===== src/rtl/vec_elem_sequencer_if.sv =====
// Issue / retire / memory-handshake bundle between the execute-stage
// front end and the vector element sequencer.
interface vec_elem_sequencer_if #(
    parameter int LANES = 4
);
    localparam int IDXW = $clog2(LANES);

    logic            issue_valid;
    logic [3:0]      opcode;
    logic [IDXW:0]   vlen;
    logic            flush;
    logic            mem_ack;
    logic            issue_ready;
    logic            stall;
    logic [IDXW-1:0] elem_idx;
    logic            elem_en;
    logic            mem_req;
    logic            mem_we;
    logic            done;

    modport master (
        output issue_valid, opcode, vlen, flush, mem_ack,
        input  issue_ready, stall, elem_idx, elem_en, mem_req, mem_we, done
    );

    modport slave (
        input  issue_valid, opcode, vlen, flush, mem_ack,
        output issue_ready, stall, elem_idx, elem_en, mem_req, mem_we, done
    );
endinterface


===== src/rtl/vec_elem_sequencer.sv =====
// Steps one vector instruction through its elements, counting out multi-cycle
// ALU latency or waiting on memory acks, and stalls the front end meanwhile.
module vec_elem_sequencer #(
    parameter int LANES   = 4,
    parameter int MUL_LAT = 2,
    parameter int DIV_LAT = 8
) (
    input logic                clk,
    input logic                rst_n,
    vec_elem_sequencer_if.slave bus
);
    localparam int IDXW   = $clog2(LANES);
    localparam int LATMAX = (MUL_LAT > DIV_LAT) ? MUL_LAT : DIV_LAT;
    localparam int CNTW   = (LATMAX > 1) ? $clog2(LATMAX) : 1;

    typedef enum logic [1:0] {IDLE, RUN, MEM, FIN} state_t;

    state_t          state, state_d;
    logic [3:0]      op_q, op_d;
    logic [IDXW:0]   len_q, len_d;
    logic [IDXW-1:0] idx, idx_d;
    logic [CNTW-1:0] cnt, cnt_d;

    logic issue_ready, elem_en, mem_req, mem_we, done;
    logic [IDXW:0] len_in;
    logic          last;

    // Per-element cycle count minus one; only multi-cycle ALU ops are nonzero.
    function automatic logic [CNTW-1:0] lat_m1(input logic [3:0] op);
        case (op)
            4'b0000: lat_m1 = CNTW'(MUL_LAT - 1);
            4'b0001: lat_m1 = CNTW'(DIV_LAT - 1);
            default: lat_m1 = '0;
        endcase
    endfunction

    function automatic logic is_alu(input logic [3:0] op);
        is_alu = (op == 4'b0100) || (op == 4'b0110) || (op == 4'b0000) || (op == 4'b0001);
    endfunction

    function automatic logic is_mem(input logic [3:0] op);
        is_mem = (op == 4'b0010) || (op == 4'b0011);
    endfunction

    assign len_in = (bus.vlen > (IDXW+1)'(LANES)) ? (IDXW+1)'(LANES) : bus.vlen;
    assign last   = ({1'b0, idx} == (len_q - (IDXW+1)'(1)));

    always_ff @(posedge clk or negedge rst_n) begin
        if (!rst_n) begin
            state <= IDLE;
            op_q  <= '0;
            len_q <= '0;
            idx   <= '0;
            cnt   <= '0;
        end else begin
            state <= state_d;
            op_q  <= op_d;
            len_q <= len_d;
            idx   <= idx_d;
            cnt   <= cnt_d;
        end
    end

    always_comb begin
        state_d     = state;
        op_d        = op_q;
        len_d       = len_q;
        idx_d       = idx;
        cnt_d       = cnt;
        issue_ready = 1'b0;
        elem_en     = 1'b0;
        mem_req     = 1'b0;
        mem_we      = 1'b0;
        done        = 1'b0;
        case (state)
            IDLE: begin
                issue_ready = !bus.flush;
                if (bus.issue_valid && !bus.flush) begin
                    op_d  = bus.opcode;
                    len_d = len_in;
                    idx_d = '0;
                    cnt_d = lat_m1(bus.opcode);
                    if (len_in == '0 || !(is_alu(bus.opcode) || is_mem(bus.opcode)))
                        state_d = FIN;
                    else if (is_mem(bus.opcode))
                        state_d = MEM;
                    else
                        state_d = RUN;
                end
            end
            RUN: begin
                if (cnt != '0) begin
                    cnt_d = cnt - CNTW'(1);
                end else begin
                    elem_en = 1'b1;
                    cnt_d   = lat_m1(op_q);
                    if (last) state_d = FIN;
                    else      idx_d   = idx + IDXW'(1);
                end
            end
            MEM: begin
                mem_req = 1'b1;
                mem_we  = (op_q == 4'b0011);
                if (bus.mem_ack) begin
                    elem_en = 1'b1;
                    if (last) state_d = FIN;
                    else      idx_d   = idx + IDXW'(1);
                end
            end
            FIN: begin
                done    = 1'b1;
                idx_d   = '0;
                state_d = IDLE;
            end
            default: state_d = IDLE;
        endcase
        // Branch-taken cancel wins over everything, including a same-cycle issue.
        if (bus.flush) begin
            state_d = IDLE;
            idx_d   = '0;
            cnt_d   = '0;
            elem_en = 1'b0;
            mem_req = 1'b0;
            mem_we  = 1'b0;
            done    = 1'b0;
        end
    end

    assign bus.issue_ready = issue_ready;
    assign bus.stall       = (state != IDLE) || (bus.issue_valid && issue_ready);
    assign bus.elem_idx    = idx;
    assign bus.elem_en     = elem_en;
    assign bus.mem_req     = mem_req;
    assign bus.mem_we      = mem_we;
    assign bus.done        = done;
endmodule


===== src/flat_wrapper.sv =====
// flat-port wrapper written by rule: the top's interface ports become plain ports
module vec_elem_sequencer_flat 
#(
    parameter int LANES   = 4,
    parameter int MUL_LAT = 2,
    parameter int DIV_LAT = 8
)
  (clk, rst_n, bus_issue_valid, bus_opcode, bus_vlen, bus_flush, bus_mem_ack, bus_issue_ready, bus_stall, bus_elem_idx, bus_elem_en, bus_mem_req, bus_mem_we, bus_done);
  vec_elem_sequencer_if #(.LANES(LANES)) bus_i ();
  input logic clk;
  input logic rst_n;
  input wire logic [$bits(bus_i.issue_valid)-1:0] bus_issue_valid;
  input wire logic [$bits(bus_i.opcode)-1:0] bus_opcode;
  input wire logic [$bits(bus_i.vlen)-1:0] bus_vlen;
  input wire logic [$bits(bus_i.flush)-1:0] bus_flush;
  input wire logic [$bits(bus_i.mem_ack)-1:0] bus_mem_ack;
  output wire logic [$bits(bus_i.issue_ready)-1:0] bus_issue_ready;
  output wire logic [$bits(bus_i.stall)-1:0] bus_stall;
  output wire logic [$bits(bus_i.elem_idx)-1:0] bus_elem_idx;
  output wire logic [$bits(bus_i.elem_en)-1:0] bus_elem_en;
  output wire logic [$bits(bus_i.mem_req)-1:0] bus_mem_req;
  output wire logic [$bits(bus_i.mem_we)-1:0] bus_mem_we;
  output wire logic [$bits(bus_i.done)-1:0] bus_done;
  assign bus_i.issue_valid = bus_issue_valid;
  assign bus_i.opcode = bus_opcode;
  assign bus_i.vlen = bus_vlen;
  assign bus_i.flush = bus_flush;
  assign bus_i.mem_ack = bus_mem_ack;
  assign bus_issue_ready = bus_i.issue_ready;
  assign bus_stall = bus_i.stall;
  assign bus_elem_idx = bus_i.elem_idx;
  assign bus_elem_en = bus_i.elem_en;
  assign bus_mem_req = bus_i.mem_req;
  assign bus_mem_we = bus_i.mem_we;
  assign bus_done = bus_i.done;
  vec_elem_sequencer #(.LANES(LANES), .MUL_LAT(MUL_LAT), .DIV_LAT(DIV_LAT)) u_core (.clk(clk), .rst_n(rst_n), .bus(bus_i));
endmodule

===== config.mk =====
export PLATFORM = sky130hd
export DESIGN_NAME = vec_elem_sequencer_flat
export DESIGN_NICKNAME = d
export VERILOG_FILES = /design/src/rtl/vec_elem_sequencer_if.sv /design/src/rtl/vec_elem_sequencer.sv /design/src/flat_wrapper.sv
export SDC_FILE = /design/constraint.sdc
export NUM_CORES = 1
export LEC_CHECK = 0
export BUFFER_PORTS_ARGS = -buffer_cell sky130_fd_sc_hd__buf_2
export CAP_MARGIN = 20
export CELL_PAD_IN_SITES_DETAIL_PLACEMENT = 2
export CELL_PAD_IN_SITES_GLOBAL_PLACEMENT = 2
export CORE_ASPECT_RATIO = 1.5
export CORE_UTILIZATION = 32
export DETAILED_ROUTE_END_ITERATION = 12
export GPL_TIMING_DRIVEN = 0
export PLACE_DENSITY_LB_ADDON = 0.1
export SETUP_SLACK_MARGIN = 0.1
export SLEW_MARGIN = 20
export SYNTH_ARGS = -nofsm -noshare
export SYNTH_HDL_FRONTEND = slang
export SYNTH_SLANG_ARGS = --single-unit

===== constraint.sdc =====
create_clock -name clk -period 2.8 [get_ports clk]
set_clock_uncertainty 0.2 [all_clocks]
set_input_delay 0.28 -clock clk [delete_from_list [all_inputs] [get_ports clk]]
set_output_delay 0.28 -clock clk [all_outputs]
set_load 0.02 [all_outputs]

==> out/results.txt <==
Avg WL per Cell - 15.5 um
initial antenna violation count - 0
Die H - 69.1 um
final cell count without fillers - 166
placed instance count - 161
deepest clock path buffer count - 2
Power Total - 1.09 mW
Clock Latency Late Sink - 0.25 ns
Register Area - 350 um^2
Hold Path Cell Cnt - 3
initial core utilization - 33.3%
Power Density - 933 nW/um^2
Max-slew headroom - 55.2%
I/O Pins - 20
Synth Cell Area - 960 um^2
Resize count post-CTS - 0
I/O Buffers - 19
syn_nets - 123
gr ovfl total - 0
Worst Setup End Kind - register
DP Wirelength - 1.98 mm
startpoint types - register
area grow syn2layout - 21.8%
Clock Sinks - 14
Final period util - 76.4%
sum of negative setup slack - 0 ns
Seq cells post-synth - 14
Worst Tran Pin Value - 0.655 ns
Pleak - 0.542 nW
First-pass DRT Iterations - 2
GRT Overall Usage - 18.3%
routability cong. - 0.716
final slew viol count - 0
Fin Hold WS - 0.0965 ns
DR vias/cell - 5.18
fin area - 1170 um^2
sequential cell area fraction in the yosys report - 36.5%
antenna fix cells - 0
final wirelength - 2.57 mm
crit path time final - 2.14 ns
min-delay worst type - input port to register
multi-input logic area - 568 um^2
die span in x - 46.7 um
Req. time, crit path - 2.73 ns
final core utilization - 40.5%
layout cells sized above 1 - 24.4%
DRC - 0
TritonCTS Buffers - 3
R2R Path End - u_core.state[1]
r2r setup slk - 0.66 ns
FF-to-FF path depth - 7
fin nets - 148
Synth cell types - 33
crit path max fanout - 6
Fin. Hold Viols - 0
Iteration-0 DRC Markers - 6
FMAX - 467 MHz
vias in the first global route - 938
CTS tree - done
status - finished clean
hold path endpoint - u_core.len_q[0]
hold_sp - bus_vlen[0]
setup ws final - 0.660 ns
Routed Antenna Nets - 0
max_cap viols - 0
fill count - 351
Die Footprint - 3230 um^2
global-route wire length before repair - 4.31 mm
WS Path Type - register to register
core area - 2880 um^2
num rows - 24
dpl ws - 0.674 ns
via count - 860
H-Tree Depth - 1
Reg2Reg Launch Point - u_core.cnt[0]
Placed Area - 1100 um^2
clock root buffer - clkbuf_8
Setup Viol. Count Final - 0
Syn Area/Cell - 9.32 um^2
Mapped Cells - 103
CP Data Arrival Time - 2.07 ns
RSZ-0062 raised after global routing - false
clock slew seen by the registers of the worst setup and hold paths - 0.07 ns
peak supply drop - 0.470 mV
largest net degree at the start of global routing - 15
synth warn - 0
## placed cells by master (no fill, tap or decap)
cell and instances:
or3_4 1, a2bb2oi_1 1, xor2_1 2, nor3_1 4, dfrtp_1 14, buf_2 19, clkbuf_1 1, mux2i_1 1
nor2_1 3, dlygate4sd3_1 1, o31ai_1 1, nor2b_1 5, a41oi_1 1, and4_1 1, nand2_1 11, a32o_1 2
mux2_2 5, and2b_1 1, a31oi_1 1, a22o_1 2, a21oi_1 4, nand2b_1 3, nor3_2 1, nand3_1 4
o21ai_0 6, o21a_1 2, or3_1 1, nand4bb_1 1, clkbuf_8 4, nor4_1 1, nor2b_4 1, xnor2_1 1
a2111oi_0 1, a21o_1 2, inv_1 10, ha_1 8
## flip-flops by register name, summed over array words and instances, names as in the netlist
| register | flops |
|---|---|
| u_core.bus.elem_idx | 2 |
| u_core.cnt | 3 |
| u_core.len_q | 3 |
| u_core.op_q | 4 |
| u_core.state | 2 |
## final cells by class
class / count / area share (%)
plain buffers: 1 / 0.321
flip-flops and latches: 14 / 30.0
repair buffers: 20 / 8.99
well taps: 39 / 4.18
inverters: 10 / 3.21
multi-input cells: 78 / 48.6
clock buffers: 4 / 4.71
## per-layer routing
metal | part of all wire, % | track usage (%) | wire length (um)
met5 | 0 | 0 | 0
met4 | 1.7 | 6.67 | 43
met3 | 1.4 | 2.36 | 35
met2 | 59 | 33.6 | 1500
met1 | 38 | 19.6 | 985
## cells by family (layout without fill, tap and decap cells)
kind of cell	Yosys count	in the layout	share of synthesized area [%]
AND/OR/NAND/NOR	38	38	22.7
AO/OA/AOI/OAI	23	23	16.4
flip-flops	14	14	36.5
buffers and inverters	11	35	4.30
adder cells (fa/ha/maj)	8	8	10.4
multiplexers	6	6	6.91
XOR/XNOR	3	3	2.74
## synth_stat cells
cell       number  area, um^2
dfrtp_1        14         350
nand2_1        11        41.3
inv_1          10        37.5
ha_1            8         100
o21ai_0         6        30.0
mux2_2          5        56.3
nor2b_1         5        31.3
a21oi_1         4        20.0
nand3_1         4        20.0
nor3_1          4        20.0
nand2b_1        3        18.8
nor2_1          3        11.3
a21o_1          2        15.0
a22o_1          2        17.5
a32o_1          2        20.0
o21a_1          2        15.0
xor2_1          2        17.5
a2111oi_0       1        8.76
a2bb2oi_1       1        8.76
a31oi_1         1        6.26
a41oi_1         1        8.76
and2b_1         1        7.51
and4_1          1        8.76
clkbuf_1        1        3.75
mux2i_1         1        10.0
nand4bb_1       1        11.3
nor2b_4         1        13.8
nor3_2          1        10.0
nor4_1          1        6.26
o31ai_1         1        7.51
or3_1           1        6.26
or3_4           1        11.3
xnor2_1         1        8.76
## critical path, stage by stage (launching register included)
cell and delay [ns]:
dfrtp_1 0.40, inv_1 0.07, ha_1 0.15, ha_1 0.27, nor2b_1 0.11, or3_4 0.37, a21o_1 0.19, a32o_1 0.26
## power breakdown
part,total [mW],internal [mW],switching (mW)
clock network,0.205,0.125,0.0802
logic,0.535,0.241,0.295
registers,0.350,0.281,0.0684
total,1.09,0.647,0.443
## how the worst max path moves through the flow
stage,from,endpoint,slack [ns],cells past startpoint
after floorplan,u_core.state[0],u_core.state[1],0.87,6
after global placement,u_core.cnt[0],u_core.state[1],0.75,7
after detailed placement,u_core.cnt[0],u_core.state[1],0.67,7
after CTS,u_core.cnt[0],u_core.state[1],0.64,7
after global routing,u_core.state[0],u_core.state[0],0.53,6
final,u_core.cnt[0],u_core.state[1],0.66,7
## timing repair
action                                  CTS  global route
hold endpoints to repair                 14             0
endpoints found under the setup margin    0             0
buffers inserted                          0             0
hold buffers                              1             0
(Power assumes the default switching activity.)
